## config.mk

```make
export PLATFORM = sky130hd
export DESIGN_NAME = krnl_vadd_rtl_axi_read_issuer
export DESIGN_NICKNAME = d
export VERILOG_FILES = /design/src/rtl/krnl_vadd_rtl_axi_read_issuer.sv
export SDC_FILE = /design/constraint.sdc
export NUM_CORES = 1
export LEC_CHECK = 0
export BUFFER_PORTS_ARGS = -buffer_cell sky130_fd_sc_hd__buf_2
export CORE_MARGIN = 2
export CORE_UTILIZATION = 57
export DETAILED_ROUTE_END_ITERATION = 10
export PLACE_DENSITY = 0.92
export RECOVER_POWER = 50
export SYNTH_ARGS = -nofsm -noshare
export SYNTH_HDL_FRONTEND = slang
export SYNTH_SLANG_ARGS = --single-unit
export TNS_END_PERCENT = 30
```

## constraint.sdc

```tcl
create_clock -name ap_clk -period 5.1 [get_ports ap_clk]
set_input_delay 0.51 -clock ap_clk [delete_from_list [all_inputs] [get_ports ap_clk]]
set_output_delay 0.51 -clock ap_clk [all_outputs]
set_load 0.01 [all_outputs]
```

## src/rtl/krnl_vadd_rtl_axi_read_issuer.sv

```systemverilog
`default_nettype none
// ============================================================================
// Module      : krnl_vadd_rtl_axi_read_issuer
// Description : AXI4 read-address issuer. Splits a byte range into AR bursts
//               and tracks in-flight bursts with an up/down credit counter.
// Revision    : 1.0 - initial release
// ============================================================================
module krnl_vadd_rtl_axi_read_issuer #(
    parameter int C_ADDR_WIDTH      = 64,
    parameter int C_DATA_WIDTH      = 512,
    parameter int C_SIZE_WIDTH      = 32,
    parameter int C_BURST_LEN       = 16,
    parameter int C_MAX_OUTSTANDING = 16
) (
    input  logic                                ap_clk,
    input  logic                                ap_rst_n,
    input  logic                                ctrl_start,
    input  logic [C_ADDR_WIDTH-1:0]             ctrl_offset,
    input  logic [C_SIZE_WIDTH-1:0]             ctrl_size,
    output logic                                ctrl_done,
    output logic                                ctrl_busy,
    output logic                                m_arvalid,
    input  logic                                m_arready,
    output logic [C_ADDR_WIDTH-1:0]             m_araddr,
    output logic [7:0]                          m_arlen,
    input  logic                                burst_done,
    output logic [$clog2(C_MAX_OUTSTANDING):0]  outstanding
);
    localparam int C_BPB     = C_DATA_WIDTH / 8;
    localparam int C_LOG_BPB = $clog2(C_BPB);
    localparam int C_LOG_BL  = $clog2(C_BURST_LEN);
    localparam int C_CNT_W   = $clog2(C_MAX_OUTSTANDING) + 1;
    localparam int C_CALC_W  = C_SIZE_WIDTH + 1;

    localparam logic [C_CNT_W-1:0]      C_MAX_CNT    = C_CNT_W'(C_MAX_OUTSTANDING);
    localparam logic [C_CNT_W-1:0]      C_CNT_ONE    = C_CNT_W'(1);
    localparam logic [C_ADDR_WIDTH-1:0] C_ADDR_STEP  = C_ADDR_WIDTH'(C_BURST_LEN * C_BPB);
    localparam logic [C_ADDR_WIDTH-1:0] C_ALIGN_MASK = ~C_ADDR_WIDTH'(C_BPB - 1);
    localparam logic [C_CALC_W-1:0]     C_BPB_M1     = C_CALC_W'(C_BPB - 1);
    localparam logic [C_CALC_W-1:0]     C_BL_M1      = C_CALC_W'(C_BURST_LEN - 1);
    localparam logic [C_CALC_W-1:0]     C_CALC_ONE   = C_CALC_W'(1);
    localparam logic [7:0]              C_FULL_ARLEN = 8'(C_BURST_LEN - 1);

    localparam logic [2:0] S_IDLE  = 3'd0;
    localparam logic [2:0] S_CALC  = 3'd1;
    localparam logic [2:0] S_ISSUE = 3'd2;
    localparam logic [2:0] S_DRAIN = 3'd3;
    localparam logic [2:0] S_DONE  = 3'd4;

    logic [2:0]              r_state;
    logic [2:0]              w_state_next;
    logic [C_SIZE_WIDTH-1:0] r_size;
    logic [C_ADDR_WIDTH-1:0] r_addr;
    logic [C_CALC_W-1:0]     r_bursts_left;
    logic [7:0]              r_last_arlen;
    logic [C_CNT_W-1:0]      r_outstanding;
    logic [C_CALC_W-1:0]     w_beats;
    logic [C_CALC_W-1:0]     w_bursts;
    logic [7:0]              w_last_arlen;
    logic                    w_ar_hs;
    logic                    w_credit_ret;

    // Extra MSB keeps the round-up additions from overflowing.
    assign w_beats      = ({1'b0, r_size} + C_BPB_M1) >> C_LOG_BPB;
    assign w_bursts     = (w_beats + C_BL_M1) >> C_LOG_BL;
    // (last length - 1) equals (beats - 1) modulo the burst length.
    assign w_last_arlen = (w_beats[7:0] - 8'd1) & C_FULL_ARLEN;

    assign w_ar_hs      = m_arvalid && m_arready;
    assign w_credit_ret = burst_done && (r_outstanding != '0);
    assign m_araddr     = r_addr;
    assign outstanding  = r_outstanding;

    always_ff @(posedge ap_clk or negedge ap_rst_n) begin
        if (!ap_rst_n) begin
            r_state <= S_IDLE;
        end else begin
            r_state <= w_state_next;
        end
    end

    always_comb begin
        w_state_next = r_state;
        case (r_state)
            S_IDLE:  if (ctrl_start) w_state_next = S_CALC;
            S_CALC:  w_state_next = (w_bursts != '0) ? S_ISSUE : S_DONE;
            S_ISSUE: if (w_ar_hs && (r_bursts_left == C_CALC_ONE)) w_state_next = S_DRAIN;
            S_DRAIN: if (r_outstanding == '0) w_state_next = S_DONE;
            S_DONE:  w_state_next = S_IDLE;
            default: w_state_next = S_IDLE;
        endcase
    end

    // arvalid depends only on registered state, so it cannot drop before arready.
    always_comb begin
        ctrl_done = (r_state == S_DONE);
        ctrl_busy = (r_state != S_IDLE);
        m_arvalid = (r_state == S_ISSUE) && (r_outstanding < C_MAX_CNT);
        m_arlen   = 8'd0;
        if (r_state == S_ISSUE) begin
            m_arlen = (r_bursts_left == C_CALC_ONE) ? r_last_arlen : C_FULL_ARLEN;
        end
    end

    always_ff @(posedge ap_clk or negedge ap_rst_n) begin
        if (!ap_rst_n) begin
            r_size        <= '0;
            r_addr        <= '0;
            r_bursts_left <= '0;
            r_last_arlen  <= '0;
        end else begin
            if ((r_state == S_IDLE) && ctrl_start) begin
                r_size <= ctrl_size;
                r_addr <= ctrl_offset & C_ALIGN_MASK;
            end
            if (r_state == S_CALC) begin
                r_bursts_left <= w_bursts;
                r_last_arlen  <= w_last_arlen;
            end
            if (w_ar_hs) begin
                r_addr        <= r_addr + C_ADDR_STEP;
                r_bursts_left <= r_bursts_left - C_CALC_ONE;
            end
        end
    end

    always_ff @(posedge ap_clk or negedge ap_rst_n) begin
        if (!ap_rst_n) begin
            r_outstanding <= '0;
        end else begin
            case ({w_ar_hs, w_credit_ret})
                2'b10:   r_outstanding <= r_outstanding + C_CNT_ONE;
                2'b01:   r_outstanding <= r_outstanding - C_CNT_ONE;
                default: r_outstanding <= r_outstanding;
            endcase
        end
    end

    a_no_underflow: assert property (@(posedge ap_clk) disable iff (!ap_rst_n)
        !(burst_done && (r_outstanding == '0)));

endmodule
`default_nettype wire

```

==> metrics.csv <==
metric;value;unit
status;finished with violations;
violations;capacitance limit, slew limit;
synthFlopType;dfrtp_1;
nets;1240;
place_congestion;0.923;
clk_pin_slew;0.07;ns
fp.dieH;124;um
period_share;0.719;
grt_pass1_wl;35.5;mm
p_per_area;591;nW/um^2
placedCellCount;1291;
grt_overflow;0;
cts_setup_buffers;0;
p_clk_frac;0.224;
synth_area_leaders;dfrtp_1 (41%), nand2_1 (11%), o21ai_0 (4.1%);
grt_pass1_vias;7416;
clock_path_buffers;2;
hold_viol_final;0;
port_buffers;164;
finish.utilization;0.686;
num_vias;8136;
drive_above_1_share;0.168;
cts_resized;0;
syn_area;8230;um^2
combPwrFrac;0.383;
io_pins;181;
die_x;124;um
dpl.hpwl;15.1;mm
synth_common_cells;nand2_1 (231), dfrtp_1 (135), o21ai_0 (68);
yosys_warnings;0;
tns;0;ns
hold_buffers;0;
fin_cells;1323;
synth.distinct_cells;77;
p_int;0.00321;W
skew;0.0115;ns
finalSetupViolCount;0;
n_antenna_cell;0;
power.switching;0.00246;W
fin_crit;3.67;ns
row_count;43;
ir_worst_vdd;0.000293;V
drc_errors;0;
p_seq_frac;0.393;
max_freq;273;MHz
p_leak;4.18;nW
required;5.41;ns
wl_per_cell;16.6;um
synthCells;999;
rsz0062_at_grt;false;
insertion_delay;0.43;ns
path_class;flop to flop;
max_cap_viol_count;1;
cts_max_level;4;
max_slew_margin;-0.764;
cts_made_buffers;17;
start_kind;flop;
crit_fanout;10;
routed_via_density;6.15;
grt_start_max_net_pins;97;
avgSynthCellArea;8.23;um^2
track_usage;0.290;
critPathCaptureType;flop;
drtIter0Drc;730;
clockRootBuffer;clkbuf_16;
dr.pass1.iters;6;
cts_sinks;135;
maxSlewViolCount;52;
synth.top_cell.area_share;0.411;
antenna_found_initial;0;
wirelength;21.9;mm
yosysMostFrequentCell;nand2_1;
yosys_register_bits;135;
syn_to_final_growth;16.7;%
tightest_slew;2.65;ns
worstPathArrival;3.98;ns
hp-class;input port to asynchronous set/reset pin;
synth_edf_count;0;
yosys.area.top_type;dfrtp_1;
ys_async_sr_fraction;1.00;
core_area;14000;um^2
cts_tree;done;
yosysSeqAreaShare;0.411;
start_util;0.588;
ant_nets;0;
p_sw_frac;0.434;
fp.dieArea;15400;um^2
critical path, stage by stage (launching register included):
cell and delay [ns]:
dfrtp_1 0.41, nor4_4 0.47, nand2_1 0.17, xnor2_1 0.18, ha_1 0.30, nand3_1 0.12
mux2i_1 0.11, a211o_1 0.41, a311oi_1 0.51, o311ai_2 0.22, nor4_2 0.36, a311o_1 0.24
a21oi_2 0.05
state kept, by name, summed over array words and instances, names as in the netlist:
signal,flops
r_size,32
outstanding,5
r_bursts_left,33
r_state,3
r_last_arlen,4
m_araddr,58
final cells by class:
type | instances | area, um^2
fill | 1125 | 4390
sequential | 135 | 3380
tap | 180 | 225
inverter | 26 | 97.6
clock buffer | 18 | 439
clock inverter | 14 | 173
multi-input combinational | 780 | 4460
timing repair buffer | 170 | 825
power by group through the flow:
stage	clock [W]	sequential (W)	combinational [W]
6_report	0.00127	0.00223	0.00217
3_5_place_dp	0	0.00220	0.00217
2_1_floorplan	0	0.00208	0.00155
4_1_cts	0.00128	0.00220	0.00220
3_3_place_gp	0	0.00218	0.00209
5_1_grt	0.00133	0.00231	0.00244
routing by layer:
layer | GRT usage | up-vias | routed length, um
met2 | 0.469 | 417 | 10300
li1 | - | 3870 | -
met1 | 0.385 | 3794 | 9150
met5 | 0 | - | 0
met4 | 0.117 | 0 | 572
met3 | 0.0545 | 55 | 1940
cells in the final DEF, fill, tap and decap left out, types with 17 or more instances in the layout:
| master | instances |
|---|---|
| a21oi_1 | 29 |
| buf_2 | 128 |
| clkbuf_1 | 36 |
| clkbuf_16 | 17 |
| dfrtp_1 | 135 |
| inv_1 | 25 |
| nand2_1 | 231 |
| nand3_1 | 65 |
| nor2_1 | 52 |
| nor3_1 | 28 |
| nor4_1 | 18 |
| o211ai_1 | 23 |
| o21ai_0 | 68 |
| o311ai_0 | 19 |
| xor2_1 | 18 |
worst paths after layout:
kind,start,to,slack [ns],depth (start not counted)
worst min-delay path,ap_rst_n,m_araddr[48]$_DFFE_PN0P_,0.11,1
worst max register to register,r_size[0]$_DFFE_PN0P_,r_state[1]$_DFFE_PN0P_,1.43,12
worst min register to register,r_size[2]$_DFFE_PN0P_,r_size[2]$_DFFE_PN0P_,0.48,2
worst max-delay path,r_size[0]$_DFFE_PN0P_,r_state[1]$_DFFE_PN0P_,1.43,12
min in group ap_clk,ctrl_size[19],r_size[19]$_DFFE_PN0P_,0.27,3
max in group asynchronous,ap_rst_n,r_size[13]$_DFFE_PN0P_,1.97,2
kinds of logic (layout without fill, tap and decap cells):
kind of cell / after synthesis / count (layout) / share of synthesized area
other: 1 / 10 / 0.000456
adder cells (fa/ha/maj): 9 / 9 / 0.0146
buffers and inverters: 93 / 228 / 0.0510
AND/OR/NAND/NOR: 483 / 483 / 0.279
XOR/XNOR: 34 / 34 / 0.0362
flip-flops: 135 / 135 / 0.411
AO/OA/AOI/OAI: 234 / 234 / 0.196
multiplexers: 10 / 10 / 0.0122
metrics by stage:
stage / power [W] / worst slack (ns) / hold WS [ns] / area, um^2
final: 0.00567 / 1.43 / 0.109 / 9600
after global routing: 0.00608 / 1.12 / 0.191 / 9600
after CTS: 0.00567 / 1.51 / 0.158 / 9650
after detailed placement: 0.00438 / 1.56 / 0.465 / 9040
after global placement: 0.00427 / 1.61 / 0.454 / 9040
after floorplan: 0.00363 / 1.77 / 0.214 / 8260
Power figures use the tool's default switching activity.
